<file path="config.mk">
export PLATFORM = sky130hd
export DESIGN_NAME = mem_unit
export DESIGN_NICKNAME = d
export VERILOG_FILES = /design/src/rtl/mem_unit.sv
export SDC_FILE = /design/constraint.sdc
export NUM_CORES = 1
export LEC_CHECK = 0
export CORE_ASPECT_RATIO = 0.8
export CORE_UTILIZATION = 47
export CTS_BUF_LIST = sky130_fd_sc_hd__clkbuf_16
export CTS_CLUSTER_DIAMETER = 200
export DETAILED_ROUTE_END_ITERATION = 10
export PLACE_DENSITY = 0.83
export SLEW_MARGIN = 20
export SYNTH_ARGS = -nofsm -noshare
export SYNTH_HDL_FRONTEND = slang
export SYNTH_SLANG_ARGS = --single-unit
</file>
<file path="constraint.sdc">
create_clock -name clock -period 2.6 [get_ports clock]
set_input_delay 0.52 -clock clock [delete_from_list [all_inputs] [get_ports clock]]
set_output_delay 0.52 -clock clock [all_outputs]
set_load 0.01 [all_outputs]
</file>
<file path="src/rtl/mem_unit.sv">
// -----------------------------------------------------------------------------
// mem_unit -- memory-access stage of the datapath.
//
// Takes the EX/MEM pipeline register (control bits, ALU result, store data),
// performs a req/ack transaction on the data-memory bus with byte-lane
// steering and sub-word load extension, and writes the MEM/WB register.
// Upstream is stalled (in_ready=0) while a bus transaction is outstanding.
//
// Optional feature macro: MEM_TIMEOUT_EN
//   defined   : a request that waits TIMEOUT_CYCLES cycles without mem_ack is
//               aborted with a one-cycle bus_err pulse.
//   undefined : requests wait for mem_ack indefinitely; bus_err is tied 0.
//
// Ports:
//   clock, reset          rising-edge clock, async active-low reset
//   in_valid / in_ready   EX/MEM handshake
//   MemWr_in, MemToReg_in, RegWr_in, Dsize_in, Loadext_in, rd_in,
//   alu_in, store_in      EX/MEM register contents
//   mem_req, mem_we, mem_addr, mem_be, mem_wdata   data-memory request
//   mem_ack, mem_rdata    data-memory response
//   wb_valid, wb_RegWr, wb_MemToReg, wb_rd, wb_data   MEM/WB register
//   misalign              pulse: misaligned access dropped
//   bus_err               pulse: request aborted by timeout
// -----------------------------------------------------------------------------
module mem_unit #(
    parameter int TIMEOUT_CYCLES = 16
) (
    input  logic        clock,
    input  logic        reset,
    input  logic        in_valid,
    output logic        in_ready,
    input  logic        MemWr_in,
    input  logic        MemToReg_in,
    input  logic        RegWr_in,
    input  logic [1:0]  Dsize_in,
    input  logic        Loadext_in,
    input  logic [4:0]  rd_in,
    input  logic [31:0] alu_in,
    input  logic [31:0] store_in,
    output logic        mem_req,
    output logic        mem_we,
    output logic [31:0] mem_addr,
    output logic [3:0]  mem_be,
    output logic [31:0] mem_wdata,
    input  logic        mem_ack,
    input  logic [31:0] mem_rdata,
    output logic        wb_valid,
    output logic        wb_RegWr,
    output logic        wb_MemToReg,
    output logic [4:0]  wb_rd,
    output logic [31:0] wb_data,
    output logic        misalign,
    output logic        bus_err
);

    typedef enum logic [1:0] {
        IDLE   = 2'd0,
        ACCESS = 2'd1,
        DONE   = 2'd2
    } state_t;

    state_t state, state_nx;

    // Operation latched at acceptance, used when the bus transaction ends.
    logic        store_p0;
    logic        load_p0;
    logic        regwr_p0;
    logic [4:0]  rd_p0;
    logic [31:0] alu_p0;
    logic [1:0]  dsize_p0;
    logic        ext_p0;

    logic accept;
    logic is_mem;
    logic misal;
    logic start;
    logic ack_hit;
    logic timeout;

    // Byte enables for the addressed lane(s). Dsize 11 behaves as a word.
    function automatic logic [3:0] lane_be(input logic [1:0] dsize,
                                           input logic [1:0] off);
        logic [3:0] be;
        case (dsize)
            2'b01:   be = off[1] ? 4'b1100 : 4'b0011;
            2'b10:   be = 4'b0001 << off;
            default: be = 4'b1111;
        endcase
        return be;
    endfunction

    // Sub-word store data is replicated to every lane; mem_be picks the lane.
    function automatic logic [31:0] lane_wdata(input logic [1:0]  dsize,
                                               input logic [31:0] s);
        logic [31:0] w;
        case (dsize)
            2'b01:   w = {2{s[15:0]}};
            2'b10:   w = {4{s[7:0]}};
            default: w = s;
        endcase
        return w;
    endfunction

    // Move the addressed lane down to bit 0 and sign/zero extend it.
    function automatic logic [31:0] load_extend(input logic [1:0]  dsize,
                                                input logic        sext,
                                                input logic [1:0]  off,
                                                input logic [31:0] rdata);
        logic [31:0] shifted;
        logic [15:0] half;
        logic [7:0]  lane;
        logic [31:0] r;
        shifted = rdata >> {off, 3'b000};
        half    = off[1] ? rdata[31:16] : rdata[15:0];
        lane    = shifted[7:0];
        case (dsize)
            2'b01:   r = {{16{sext & half[15]}}, half};
            2'b10:   r = {{24{sext & lane[7]}}, lane};
            default: r = rdata;
        endcase
        return r;
    endfunction

    // DONE accepts like IDLE, so only ACCESS stalls upstream.
    assign in_ready = (state != ACCESS);
    assign accept   = in_valid && in_ready;
    assign is_mem   = MemWr_in | MemToReg_in;
    assign misal    = is_mem &&
                      (((Dsize_in == 2'b01) && alu_in[0]) ||
                       (((Dsize_in == 2'b00) || (Dsize_in == 2'b11)) &&
                        (alu_in[1:0] != 2'b00)));
    assign start    = accept && is_mem && !misal;
    // An ack outside ACCESS (mem_req low) is ignored.
    assign ack_hit  = (state == ACCESS) && mem_ack;

`ifdef MEM_TIMEOUT_EN
    localparam int CNT_W = $clog2(TIMEOUT_CYCLES + 1);

    logic [CNT_W-1:0] to_cnt;

    always_ff @(posedge clock or negedge reset) begin
        if (!reset) begin
            to_cnt <= '0;
        end else if (start) begin
            to_cnt <= '0;
        end else if (state == ACCESS) begin
            to_cnt <= to_cnt + 1'b1;
        end
    end

    // An ack on the last permitted cycle takes priority over the abort.
    assign timeout = (state == ACCESS) && !mem_ack &&
                     (to_cnt == CNT_W'(TIMEOUT_CYCLES - 1));
`else
    assign timeout = 1'b0;
    assign bus_err = 1'b0;
`endif

    always_ff @(posedge clock or negedge reset) begin
        if (!reset) begin
            state <= IDLE;
        end else begin
            state <= state_nx;
        end
    end

    always_comb begin
        state_nx = state;
        case (state)
            IDLE, DONE: state_nx = start ? ACCESS : IDLE;
            ACCESS: begin
                if (ack_hit) begin
                    state_nx = DONE;
                end else if (timeout) begin
                    state_nx = IDLE;
                end
            end
            default: state_nx = IDLE;
        endcase
    end

    // ---- stage p0: operation latch (no reset; only read in ACCESS) ----
    always_ff @(posedge clock) begin
        if (start) begin
            store_p0 <= MemWr_in;
            load_p0  <= MemToReg_in & ~MemWr_in;
            regwr_p0 <= RegWr_in;
            rd_p0    <= rd_in;
            alu_p0   <= alu_in;
            dsize_p0 <= Dsize_in;
            ext_p0   <= Loadext_in;
        end
    end

    // ---- stage p1: bus request and MEM/WB register ----
    always_ff @(posedge clock or negedge reset) begin
        if (!reset) begin
            mem_req     <= 1'b0;
            mem_we      <= 1'b0;
            mem_addr    <= '0;
            mem_be      <= '0;
            mem_wdata   <= '0;
            wb_valid    <= 1'b0;
            wb_RegWr    <= 1'b0;
            wb_MemToReg <= 1'b0;
            wb_rd       <= '0;
            wb_data     <= '0;
            misalign    <= 1'b0;
`ifdef MEM_TIMEOUT_EN
            bus_err     <= 1'b0;
`endif
        end else begin
            wb_valid <= 1'b0;
            misalign <= 1'b0;
`ifdef MEM_TIMEOUT_EN
            bus_err  <= 1'b0;
`endif
            if (accept) begin
                if (!is_mem) begin
                    wb_valid    <= 1'b1;
                    wb_RegWr    <= RegWr_in;
                    wb_MemToReg <= 1'b0;
                    wb_rd       <= rd_in;
                    wb_data     <= alu_in;
                end else if (misal) begin
                    // Dropped access still retires, but never writes a register.
                    misalign    <= 1'b1;
                    wb_valid    <= 1'b1;
                    wb_RegWr    <= 1'b0;
                    wb_MemToReg <= 1'b0;
                    wb_rd       <= rd_in;
                    wb_data     <= alu_in;
                end else begin
                    mem_req   <= 1'b1;
                    mem_we    <= MemWr_in;
                    mem_addr  <= {alu_in[31:2], 2'b00};
                    mem_be    <= lane_be(Dsize_in, alu_in[1:0]);
                    mem_wdata <= lane_wdata(Dsize_in, store_in);
                end
            end else if (ack_hit) begin
                mem_req     <= 1'b0;
                mem_we      <= 1'b0;
                wb_valid    <= 1'b1;
                wb_RegWr    <= regwr_p0 & ~store_p0;
                wb_MemToReg <= load_p0;
                wb_rd       <= rd_p0;
                wb_data     <= load_p0 ?
                               load_extend(dsize_p0, ext_p0, alu_p0[1:0], mem_rdata) :
                               alu_p0;
            end else if (timeout) begin
                mem_req     <= 1'b0;
                mem_we      <= 1'b0;
`ifdef MEM_TIMEOUT_EN
                bus_err     <= 1'b1;
`endif
                wb_valid    <= 1'b1;
                wb_RegWr    <= 1'b0;
                wb_MemToReg <= 1'b0;
                wb_rd       <= rd_p0;
                wb_data     <= alu_p0;
            end
        end
    end

endmodule

</file>
== Word level (Yosys, flattened, before mapping) ==
Index checks and enable logic that the tools add are counted.
Widths: inputs -> output; s select.
Cells by class
  $mul: 0
  equal/unequal tests: 12
  order comparisons: 0
  mux-type cells: 37
  bitwise logic cells: 8
  shift operators: 2
  reduce and logical (&&, ||, !) cells: 18
  $add $sub $neg: 0
  div/mod/pow operators: 0
Operator list (number)
  $mux 32: 5
  $pmux 32 s2: 2
  $shr 32x5->8: 1
  $mux 1: 21
  $mux 5: 4
  $mux 16: 1
  $eq 2x2->1 const B: 4
  $pmux 4 s2: 1
  $logic_and 1x1->1: 7
  $eq 2x1->1 const B: 3
  $reduce_and 3->1: 2
  $and 1x1->1: 4
  $logic_not 2->1: 2
  $mux 4: 1
  $ne 2x1->1 const B: 2
  $ne 2x2->1 const B: 2
  $pmux 2 s2: 1
  $reduce_bool 2->1: 2
  $shl 1x2->4 const A: 1
  $ne 3x2->1 const B: 1
  $not 1->1: 3
  $logic_or 1x1->1: 2
  $mux 2: 1
  $reduce_and 2->1: 1
  3 further kinds: 3
Storage, ports and cells
  logic and storage cells: 96
  output and inout bits: 113
  latch bits: 0
  input port bits: 111
  register bits: 154
  memories kept: 0
  bits in writable memories: 0
  ROM bits: 0

== Depth between registers and ports, before layout ==
Gate-level depths: netlist of run 1.
  word-level depth: 9
  depth in mapped cells: 11
  depth with buffers taken out: 8

== Least setup slack after synthesis of run 1 ==
No wires, ideal clock.
  path kind: input -> register
  from: input Dsize_in[0]
  to: register alu_p0[0], enable pin
  data required time: 2.216 ns
  stages on the path: 8
  path buffers: 2
  setup time: 0.384 ns
  data arrival time: 2.317 ns
  path slack: -0.100 ns
  cells stage by stage: inv_1 > ha_1 > a21oi_1 > nor2_1 > or3_1 > buf_2 > inv_2 > buf_2
Between the ends
  cells in the longest elaborated chain, start to end: 7
  elaborated cells on any way between the ends: 10
  those cells by class: eq/ne (2); reduce/logical (8)
RTL lines
  start, declared: line 35  | input logic [1:0] Dsize_in,
  $eq 2x2->1 or $logic_not 2->1 (tied branches): line 130  | (((Dsize_in == 2'b00) || (Dsize_in == 2'b11)) &&
  $logic_or 1x1->1: line 130
  $logic_and 1x1->1: line 130
  $logic_or 1x1->1 (*): line 129  | (((Dsize_in == 2'b01) && alu_in[0]) ||
  $logic_and 1x1->1 (*): line 128  | assign misal = is_mem &&
  $logic_not 1->1 (*): line 132  | assign start = accept && is_mem && !misal;
  $logic_and 1x1->1 (*): line 132
  net start: line 76  | logic start;
  end signal, assigned: line 189  | alu_p0 <= alu_in;
  end, declared: line 69  | logic [31:0] alu_p0;
The timed path passes the listed nets; every way through them passes the cells marked *.
A chain may end at the register's enable or synchronous reset.

== Worst setup path after layout of run 1 ==
  from: register dsize_p0[0]
  to: register wb_data[5]
Between the ends
  cells in the longest elaborated chain, start to end: 5
  elaborated cells on any way between the ends: 6
  those cells by class: eq/ne (2); mux (4)
RTL lines
  start, declared: line 70  | logic [1:0] dsize_p0;
  start signal, assigned: line 190  | dsize_p0 <= Dsize_in;
  $eq 2x2->1 or $eq 2x1->1 (tied branches): line 116  | case (dsize)
  $pmux 32 s2 (*): line 116
  $mux 32 (*): line 247  | wb_data <= load_p0 ?
  $mux 32 (*): line 240  | end else if (ack_hit) begin
  $mux 32 (*): line 218  | if (accept) begin
  end signal, assigned: line 224  | wb_data <= alu_in;
  end signal, assigned: line 247
  end signal, assigned: line 260  | wb_data <= alu_p0;
  end, declared: line 51  | output logic [31:0] wb_data,
Every way passes the cells marked *; elsewhere a longest branch is shown, timed or not. The select of a mux whose other input is x is not followed.

==> results of run 1 <==
## registers in the layout (all words and copies together) (netlist names), 2 cells and up
register and cells:
mem_be 4, mem_addr 30, rd_p0 5, mem_wdata 32, wb_rd 5, dsize_p0 2, alu_p0 32, state 2
wb_data 32
## worst max-delay path: cells and delay by family (launching register included)
kind                     cells  cell delay, ns
AND/OR/NAND/NOR              1            0.32
multiplexers                 1            0.28
flip-flops                   1            0.39
buffers and inverters        2            0.25
AO/OA/AOI/OAI                3            0.72
adder cells (fa/ha/maj)      1            0.35
## cells in the final DEF, fill, tap and decap left out, types with 5 or more instances in the layout
cell type	Yosys	layout
buf_4	6	32
inv_1	23	24
a22oi_1	7	7
nand3_1	17	17
a221oi_1	25	25
o31ai_1	19	19
mux2i_1	6	6
mux2_1	5	5
dfrtp_1	111	111
a22o_1	16	16
a21oi_1	8	8
clkinv_2	0	6
buf_12	0	9
a211oi_1	11	11
o21ai_0	39	39
clkdlybuf4s50_1	0	219
mux2_2	7	7
o22ai_1	8	8
nor2_1	47	47
nand2_1	212	212
a41o_1	5	5
edfxtp_1	43	43
clkbuf_16	0	17
## area by class of cell
class | instances | area share [%]
inverter | 27 | 1.01
clock inverter | 15 | 1.31
timing repair buffer | 260 | 25.7
sequential | 154 | 40.0
multi-input combinational | 477 | 25.6
clock buffer | 17 | 4.18
tap | 184 | 2.26
## worst min path at each step
stage | from | slack, ns | end
floorplan | reset | 0.22 | mem_addr[10]$_DFFE_PN0P_
global placement | state[0]$_DFFE_PN0P_ | 0.44 | state[0]$_DFFE_PN0P_
detailed placement | state[0]$_DFFE_PN0P_ | 0.46 | state[0]$_DFFE_PN0P_
CTS | reset | 0.08 | wb_rd[2]$_DFFE_PN0P_
global route | reset | 0.11 | wb_rd[2]$_DFFE_PN0P_
finish | reset | 0.07 | wb_rd[2]$_DFFE_PN0P_
## cells by family after synthesis
family | Yosys count | synth area share, %
buffers and inverters | 74 | 4.67
AOI/OAI and AO/OA | 161 | 16.9
other | 1 | 0.0537
adders and majority gates | 4 | 0.716
and+or+nand+nor | 291 | 16.7
muxes | 18 | 2.79
DFF | 154 | 58.2
## metrics by stage
stage | area (um2) | hold WS, ns
6_report | 10200 | 0.0731
5_1_grt | 10200 | 0.108
4_1_cts | 10200 | 0.0763
3_5_place_dp | 9620 | 0.460
3_3_place_gp | 9620 | 0.437
2_1_floorplan | 7000 | 0.224
## power groups by stage
stage	Clock, mW	Combinational (mW)	Sequential [mW]
after floorplan	0	0.992	3.80
after global placement	0	3.08	3.56
after detailed placement	0	3.16	3.56
after CTS	2.41	3.18	3.54
after global routing	2.51	3.40	3.62
final	2.38	3.17	3.54
## per-layer routing
layer / wire length, um / vias to the layer above
met3: 2320 / 64
li1: - / 2936
met5: 0 / -
met2: 9910 / 379
met4: 677 / 0
met1: 8900 / 3121
==> results.py, run 1 <==
metrics = {
    "outcome": {
        "outcome": "finished with violations",
        "violations": "design-rule violations",
    },
    "final_layout": {
        "area_growth_pct": 45.7,
        "seq_area_mm2": 0.00407,
        "multi_input_area_mm2": 0.00261,
        "layout.nets": 1052,
        "finish.utilization_pct": 70.7,
        "final_cell_count_no_fill": 1134,
        "antennaDiodeCount": 0,
        "nFillCells": 1069,
        "drive_above_1_share_pct": 9.16,
    },
    "sta": {
        "hold_viol": 0,
        "tightest_slew_ns": 1.02,
        "rsz0062_at_grt": "no",
        "finalMaxSlewViolations": 0,
        "slew_headroom_pct": 31.3,
        "setup_viol": 0,
        "fmax_mhz": 410,
        "setup_slack_ns": 0.163,
        "tns_ns": 0,
        "fin_skew_ns": 0.00988,
        "period_share_pct": 93.7,
        "fin_crit_ns": 2.44,
    },
    "setup_path": {
        "critPathLaunchType": "flip-flop",
        "r2r-end": "wb_data[5]$_DFFE_PN0P_",
        "worstRegToRegCells": 8,
        "worstReg2RegStart": "dsize_p0[0]$_DFFE_PP_",
        "r2r_setup_slack_ns": 0.16,
        "critical_path_class": "reg -> reg",
        "crit_end": "wb_data[5]$_DFFE_PN0P_",
        "slowest_delay_ns": 0.43,
        "critical_path.cell_chain": "inv_1 -> ha_1 -> buf_4 -> nor2_1 -> a211oi_1 -> a211oi_1 -> o21ai_1 -> mux2_2",
        "crit_start": "dsize_p0[0]$_DFFE_PP_",
        "cp_max_fo": 10,
        "cpMostUsedCell": "a211oi_1",
        "slowest_stage": "a211oi_1",
        "required_ns": 2.91,
        "cp.arrival_ns": 2.75,
        "setup.worst_path.end_class": "flip-flop",
    },
    "placement": {
        "place_ws_ns": -0.278,
        "dp.cells": 1102,
        "detailed_place_hpwl_mm": 15.7,
        "routabilityCongestion": 0.928,
        "place.port_buffers": 220,
    },
    "pwr": {
        "swShare_pct": 31.1,
        "p_switching_mw": 2.83,
        "pwr-share-clk_pct": 26.2,
        "seq_power_share_pct": 38.9,
        "power_leakage_nw": 4.49,
        "p_int_mw": 6.27,
        "p_per_area_mw_per_mm2": 893,
        "p_comb_share_pct": 34.8,
        "fin_total_pwr_mw": 9.10,
        "peakVddDrop_v": 0.000575,
    },
    "detailed_routing": {
        "avgViaCountPerCell": 5.73,
        "detail_route.iter0.violations": 580,
        "drtPass1Iterations": 8,
        "drt-wirelength-per-cell_um": 19.2,
        "route.detailed.drc": 26,
        "routed_wl_mm": 21.8,
        "antenna_left": 0,
        "vias": 6500,
    },
    "cts": {
        "hold_buffers": 0,
        "cts_resized": 0,
        "clk_latency_ns": 0.43,
        "numCtsBuffers": 17,
        "root_buffer": "clkbuf_16",
        "clock_path_buffers": 2,
        "postCtsSetupBuffers": 0,
        "cts_num_sinks": 154,
        "cts.htree.levels": 4,
        "clk_pin_slew_ns": 0.07,
        "cts_tree": "yes",
    },
    "logic_synthesis": {
        "synth_top_area_share_pct": 39.7,
        "yosysMostFrequentCell": "nand2_1",
        "yosys_most_used_dff": "dfrtp_1",
        "yosysWarnings": 0,
        "synth_cell_types": 54,
        "synth_cells": 703,
        "avgSynthCellArea_um2": 9.94,
        "seq_area_frac_synth_pct": 58.2,
        "synth_edf_count": 43,
        "synth_area_leader_cell": "dfrtp_1",
        "synth_area_leaders": "dfrtp_1 (40%), edfxtp_1 (18%), nand2_1 (11%)",
        "synth-seq-cells": 154,
        "syn-cell-area_mm2": 0.00699,
        "synthArstFlopShare_pct": 72.1,
        "ys_top_cells_by_count": "nand2_1 (212), dfrtp_1 (111), nor2_1 (47)",
    },
    "floorplanning": {
        "die-height_um": 111,
        "die_w_um": 138,
        "pin_count": 224,
        "dieArea_mm2": 0.0154,
        "start_util_pct": 48.6,
        "rows": 39,
        "core-area_mm2": 0.0144,
    },
    "grt": {
        "grt_usage_pct": 29.7,
        "grt_first_pass_wirelength_mm": 34.8,
        "grt_pass1_vias": 6452,
        "gr-total-overflow": 0,
        "busiest_layer": "met2",
        "grt_use_met2_pct": 45.4,
        "met3_usage_pct": 9.03,
        "grt_max_degree": 56,
        "grt_antenna_before_repair": 0,
        "grt_util_met1_pct": 39.2,
    },
    "min_path": {
        "hold_class": "in -> async",
    },
    "job": {
        "drv_cap": 0,
    },
}
(Power assumes the default switching activity.)
==> run 2: changes to the inputs <==
--- a/config.mk
+++ b/config.mk
@@ -5,12 +5,13 @@
 export SDC_FILE = /design/constraint.sdc
 export NUM_CORES = 1
 export LEC_CHECK = 0
+export ABC_AREA = 1
 export CORE_ASPECT_RATIO = 0.8
 export CORE_UTILIZATION = 47
 export CTS_BUF_LIST = sky130_fd_sc_hd__clkbuf_16
 export CTS_CLUSTER_DIAMETER = 200
 export DETAILED_ROUTE_END_ITERATION = 10
-export PLACE_DENSITY = 0.83
+export PLACE_DENSITY = 0.82
 export SLEW_MARGIN = 20
 export SYNTH_ARGS = -nofsm -noshare
 export SYNTH_HDL_FRONTEND = slang
==> results.py, run 2 <==
metrics = {
    "pwr": {
        "seq_power_share_pct": 39.8,
        "swShare_pct": 31.3,
        "pwr-share-clk_pct": 25.7,
        "p_comb_share_pct": 34.5,
        "p_switching_mw": 2.75,
        "power_leakage_nw": 4.72,
        "p_int_mw": 6.04,
        "peakVddDrop_v": 0.000554,
        "p_per_area_mw_per_mm2": 859,
    },
    "detailed_routing": {
        "antenna_left": 0,
        "avgViaCountPerCell": 5.09,
        "routed_wl_mm": 20.6,
        "drt-wirelength-per-cell_um": 15.7,
        "drtPass1Iterations": 6,
        "route.detailed.drc": 0,
        "vias": 6681,
        "detail_route.iter0.violations": 415,
    },
    "grt": {
        "grt_usage_pct": 26.6,
        "gr-total-overflow": 0,
        "grt_first_pass_wirelength_mm": 32.9,
        "grt_max_degree": 64,
        "grt_pass1_vias": 6430,
        "grt_antenna_before_repair": 0,
    },
    "logic_synthesis": {
        "muxShareOfSynthArea_pct": 0,
        "synth_cells": 881,
        "synth_cell_types": 29,
        "synthArstFlopShare_pct": 72.1,
        "avgSynthCellArea_um2": 8.29,
        "synthSimpleGateAreaFrac_pct": 22.2,
        "yosysMostFrequentCell": "nand2_1",
        "yosysWarnings": 0,
        "synth_area_leaders": "dfrtp_1 (38%), edfxtp_1 (18%), nand2_1 (18%)",
        "synth-compound-area-share_pct": 13.4,
        "yosys_most_used_dff": "dfrtp_1",
        "synth_edf_count": 43,
        "syn-cell-area_mm2": 0.00730,
        "synth_xor_area_share_pct": 0,
        "seq_area_frac_synth_pct": 55.7,
        "synth_top_family_by_area": "simple AND/OR/NAND/NOR gates",
        "synth-adder-area-share_pct": 0.685,
        "synth-seq-cells": 154,
        "synth_area_leader_cell": "dfrtp_1",
        "synth_top_area_share_pct": 38.0,
        "ys_top_cells_by_count": "nand2_1 (342), dfrtp_1 (111), a21oi_1 (81)",
    },
    "final_layout": {
        "layout_commonest_cell": "nand2_1",
        "nFillCells": 1231,
        "drive_above_1_share_pct": 5.08,
        "most-common-layout-cells": "nand2_1 (342), clkdlybuf4s50_1 (219), dfrtp_1 (111)",
        "largestRegisters": "alu_p0 (32), mem_wdata (32), wb_data (32)",
        "antennaDiodeCount": 0,
        "area_growth_pct": 40.3,
        "layout.nets": 1204,
    },
    "floorplanning": {
        "die-height_um": 113,
        "dieArea_mm2": 0.0160,
        "rows": 40,
        "die_w_um": 141,
        "start_util_pct": 48.3,
        "core-area_mm2": 0.0151,
        "pin_count": 224,
    },
    "setup_path": {
        "required_ns": 2.92,
        "crit_start": "dsize_p0[0]$_DFFE_PP_",
        "setup.worst_path.end_class": "flip-flop",
        "cp.arrival_ns": 2.52,
        "cp_max_fo": 17,
        "critical_path_class": "reg -> reg",
        "worstReg2RegStart": "dsize_p0[0]$_DFFE_PP_",
        "critPathLaunchType": "flip-flop",
    },
    "sta": {
        "slew_headroom_pct": 54.1,
        "finalMaxSlewViolations": 0,
        "tns_ns": 0,
        "period_share_pct": 84.7,
        "hold-worst-slack_ns": 0.477,
        "rsz0062_at_grt": "no",
        "fmax_mhz": 454,
        "hold_viol": 0,
        "tightest_slew_ns": 0.687,
        "fin_skew_ns": 0.0106,
        "setup_viol": 0,
        "fin_crit_ns": 2.20,
    },
    "cts": {
        "cts_tree": "yes",
        "clk_latency_ns": 0.42,
        "root_buffer": "clkbuf_16",
        "clock_path_buffers": 2,
        "clk_pin_slew_ns": 0.06,
        "numCtsBuffers": 17,
        "cts.htree.levels": 4,
        "cts_num_sinks": 154,
    },
    "outcome": {
        "outcome": "completed",
    },
    "placement": {
        "place.port_buffers": 220,
        "detailed_place_hpwl_mm": 14.9,
        "routabilityCongestion": 0.931,
    },
    "job": {
        "drv_cap": 0,
    },
    "min_path": {
        "hold_class": "reg -> reg",
        "min-delay-start": "wb_data[21]$_DFFE_PN0P_",
    },
}
-- run 2: changes by cell type in the layout (fill, tap and decap cells not counted), sizes merged, moves of 11 or more --
cell / before / now
a211oi: 11 / 0
a21oi: 9 / 82
a221oi: 25 / 0
a22o: 16 / 0
a31oi: 1 / 28
buf: 41 / 23
inv: 27 / 71
mux2: 12 / 0
nand2: 212 / 345
o21ai: 44 / 57
o31ai: 19 / 5
-- run 2: repair_timing --
| action | 4_1_cts | 5_1_grt |
|---|---|---|
| endpoints found under the hold margin | 7 | 0 |
| resized for setup | 0 | 0 |
| hold buffers | 1 | 0 |
| buffers inserted | 0 | 0 |
-- run 2: critical path, stage by stage (launching register included) --
cell	delay, ns
edfxtp_1	0.39
inv_1	0.06
ha_1	0.52
clkinv_1	0.48
o211ai_1	0.43
nand2_1	0.10
nand2_1	0.07
nand2_1	0.04
-- run 2: cell families (layout without fill, tap and decap cells) --
family	after synthesis	count (layout)
simple gates	418	418
compound gates	181	181
buf+inv	123	342
flops	154	154
other cells	1	3
fa+ha+maj	4	4
-- run 2: final cells by class --
type / instances / area (um2) / area share, %
inverter: 67 / 258 / 2.52
sequential: 154 / 4070 / 39.7
clock buffer: 19 / 475 / 4.64
multi-input combinational: 606 / 2660 / 25.9
tap: 210 / 263 / 2.56
timing repair buffer: 243 / 2460 / 24.0
clock inverter: 13 / 61.3 / 0.598
-- run 2: worst paths after layout --
| path | to | slack, ns | depth (start not counted) |
|---|---|---|---|
| worst max register to register | wb_data[2]$_DFFE_PN0P_ | 0.40 | 7 |
| max in group asynchronous | wb_data[1]$_DFFE_PN0P_ | 1.40 | 3 |
| worst min register to register | wb_data[21]$_DFFE_PN0P_ | 0.48 | 2 |
| worst min-delay path | wb_data[21]$_DFFE_PN0P_ | 0.48 | 2 |
| worst max-delay path | wb_data[2]$_DFFE_PN0P_ | 0.40 | 7 |
| min in group asynchronous | mem_wdata[27]$_DFFE_PN0P_ | 0.55 | 2 |
-- run 2: per-layer routing --
layer | routed length (um) | vias to the layer above | track usage [%]
met5 | 0 | - | 0
met4 | 378 | 0 | 9.20
met3 | 1680 | 28 | 6.59
met2 | 9140 | 298 | 40.6
met1 | 9410 | 3089 | 37.3
li1 | - | 3266 | -
-- run 2: metrics by stage --
stage	instances	instance area [um2]	total power [mW]	setup WS, ns	utilization [%]
after CTS	1312	10200	8.83	0.449	67.8
after detailed placement	1279	9700	6.55	0.105	64.2
final	1312	10200	8.80	0.399	67.8
after global routing	1312	10200	9.28	0.219	67.8
after floorplan	883	7310	4.82	0.158	-
after global placement	1279	9700	6.49	0.182	64.2
-- run 2: power by group through the flow --
stage | clock [mW] | combinational, mW | sequential, mW
2_1_floorplan | 0 | 1.06 | 3.76
3_3_place_gp | 0 | 2.96 | 3.52
4_1_cts | 2.29 | 3.05 | 3.50
5_1_grt | 2.42 | 3.29 | 3.56
6_report | 2.26 | 3.04 | 3.50
3_5_place_dp | 0 | 3.04 | 3.52
==> run 3: changes to the inputs <==
--- a/config.mk
+++ b/config.mk
@@ -7,11 +7,11 @@
 export LEC_CHECK = 0
 export ABC_AREA = 1
 export CORE_ASPECT_RATIO = 0.8
-export CORE_UTILIZATION = 47
+export CORE_UTILIZATION = 43
 export CTS_BUF_LIST = sky130_fd_sc_hd__clkbuf_16
 export CTS_CLUSTER_DIAMETER = 200
 export DETAILED_ROUTE_END_ITERATION = 10
-export PLACE_DENSITY = 0.82
+export PLACE_DENSITY = 0.79
 export SLEW_MARGIN = 20
 export SYNTH_ARGS = -nofsm -noshare
 export SYNTH_HDL_FRONTEND = slang
==> constraint.sdc (replaced) <==
create_clock -name clock -period 1.8 [get_ports clock]
set_input_delay 0.36 -clock clock [delete_from_list [all_inputs] [get_ports clock]]
set_output_delay 0.36 -clock clock [all_outputs]
set_load 0.01 [all_outputs]
==> results.py, run 3 (synthesis results as in run 2) <==
metrics = {
    "outcome": {
        "outcome": "completed",
    },
    "grt": {
        "grt_antenna_before_repair": 1,
        "grt_first_pass_wirelength_mm": 33.4,
        "grt_usage_pct": 24.7,
        "gr-total-overflow": 0,
        "grt_max_degree": 112,
        "grt_pass1_vias": 6279,
    },
    "final_layout": {
        "layout.nets": 1229,
        "largestRegisters": "alu_p0 (32), mem_wdata (32), wb_data (32)",
        "most-common-layout-cells": "nand2_1 (342), clkdlybuf4s50_1 (216), dfrtp_1 (111)",
        "layout_commonest_cell": "nand2_1",
        "drive_above_1_share_pct": 8.61,
        "nFillCells": 1374,
        "area_growth_pct": 46.1,
    },
    "cts": {
        "numCtsBuffers": 17,
        "cts_tree": "yes",
        "cts.htree.levels": 4,
        "root_buffer": "clkbuf_16",
        "cts_num_sinks": 154,
        "clock_path_buffers": 2,
        "clk_pin_slew_ns": 0.06,
        "hold_buffers": 0,
        "clk_latency_ns": 0.42,
    },
    "sta": {
        "fin_crit_ns": 1.72,
        "finalMaxSlewViolations": 0,
        "period_share_pct": 95.6,
        "hold-worst-slack_ns": 0.00499,
        "rsz0062_at_grt": "no",
        "fmax_mhz": 581,
        "hold_viol": 0,
        "slew_headroom_pct": 58.9,
        "tightest_slew_ns": 0.617,
        "fin_skew_ns": 0.00595,
        "setup_viol": 0,
    },
    "pwr": {
        "peakVddDrop_v": 0.000763,
        "power_leakage_nw": 4.92,
        "p_per_area_mw_per_mm2": 1240,
        "fin_total_pwr_mw": 13.2,
    },
    "floorplanning": {
        "pin_count": 224,
        "rows": 42,
        "start_util_pct": 44.1,
        "dieArea_mm2": 0.0175,
        "die_w_um": 148,
        "core-area_mm2": 0.0166,
        "die-height_um": 119,
    },
    "setup_path": {
        "critical_path_class": "reg -> out",
        "slowest_stage": "clkdlybuf4s50_1",
        "cp_max_fo": 2,
        "worstReg2RegStart": "dsize_p0[1]$_DFFE_PP_",
        "critPathBufInv": 1,
        "crit_start": "wb_data[10]$_DFFE_PN0P_",
        "worstRegToRegCells": 7,
        "critical_path.cell_chain": "clkdlybuf4s50_1",
        "r2r_setup_slack_ns": 0.14,
        "r2r-end": "wb_data[6]$_DFFE_PN0P_",
        "cp.arrival_ns": 1.36,
        "required_ns": 1.44,
        "slowest_delay_ns": 0.56,
        "critPathLaunchType": "flip-flop",
        "cpLargestDelayFamily": "buffers and inverters",
        "setup.worst_path.end_class": "output pin",
    },
    "job": {
        "drv_cap": 0,
    },
    "detailed_routing": {
        "vias": 6800,
        "antenna_left": 0,
        "route.detailed.drc": 0,
        "detail_route.iter0.violations": 527,
        "routed_wl_mm": 21.6,
        "avgViaCountPerCell": 5.04,
        "drt-wirelength-per-cell_um": 16.0,
        "drtPass1Iterations": 6,
    },
    "placement": {
        "detailed_place_hpwl_mm": 14.9,
        "routabilityCongestion": 0.878,
        "place.port_buffers": 220,
    },
    "min_path": {
        "hold_class": "in -> async",
    },
}
-- run 3: stage by stage --
step,setup slack [ns],area [um2],setup TNS [ns],instances,utilization [%]
6_report,0.0785,10700,0,1348,64.5
5_1_grt,0.0212,10700,0,1348,64.5
4_1_cts,-0.0318,10500,-0.241,1345,63.7
3_5_place_dp,-0.510,9920,-63.97,1311,59.9
3_3_place_gp,-0.408,9920,-53.80,1311,59.9
2_1_floorplan,0.00822,7330,0,883,-
-- run 3: worst max-delay path by stage --
stage | to | slack [ns] | cells past startpoint
2_1_floorplan | alu_p0[0]$_DFFE_PP_ | 0.008 | 9
6_report | wb_data[10] | 0.08 | 1
5_1_grt | wb_data[10]$_DFFE_PN0P_ | 0.02 | 12
4_1_cts | wb_data[18]$_DFFE_PN0P_ | -0.03 | 11
3_3_place_gp | alu_p0[15]$_DFFE_PP_ | -0.41 | 9
3_5_place_dp | wb_data[23]$_DFFE_PN0P_ | -0.51 | 12
-- run 3: power breakdown --
group | leakage, nW | switching [mW] | internal, mW
clock network | 0.279 | 1.45 | 2.04
registers | 1.74 | 0.525 | 4.53
logic | 2.90 | 2.16 | 2.47
total | 4.92 | 4.14 | 9.04
-- run 3: per-layer routing --
layer | global-route usage, % | routed length, um | vias up
li1 | - | - | 3312
met1 | 36.1 | 9660 | 3143
met2 | 36.3 | 9740 | 314
met3 | 5.83 | 1790 | 31
met4 | 7.67 | 373 | 0
met5 | 0 | 0 | -
-- run 3: timing repair --
action | 4_1_cts | 5_1_grt
pin swaps | 0 | 3
gates cloned | 1 | 2
endpoints found under the setup margin | 73 | 131
setup buffers | 1 | 0
resized for setup | 3 | 21
-- run 3: layout make-up --
class	count	area [um2]	share of cell area [%]
sequential	154	4070	38.1
timing repair buffer	268	2770	26.0
antenna	1	2.50	0.0235
multi-input combinational	606	2710	25.4
inverter	67	264	2.47
clock inverter	15	149	1.40
clock buffer	17	425	3.99
tap	220	275	2.58
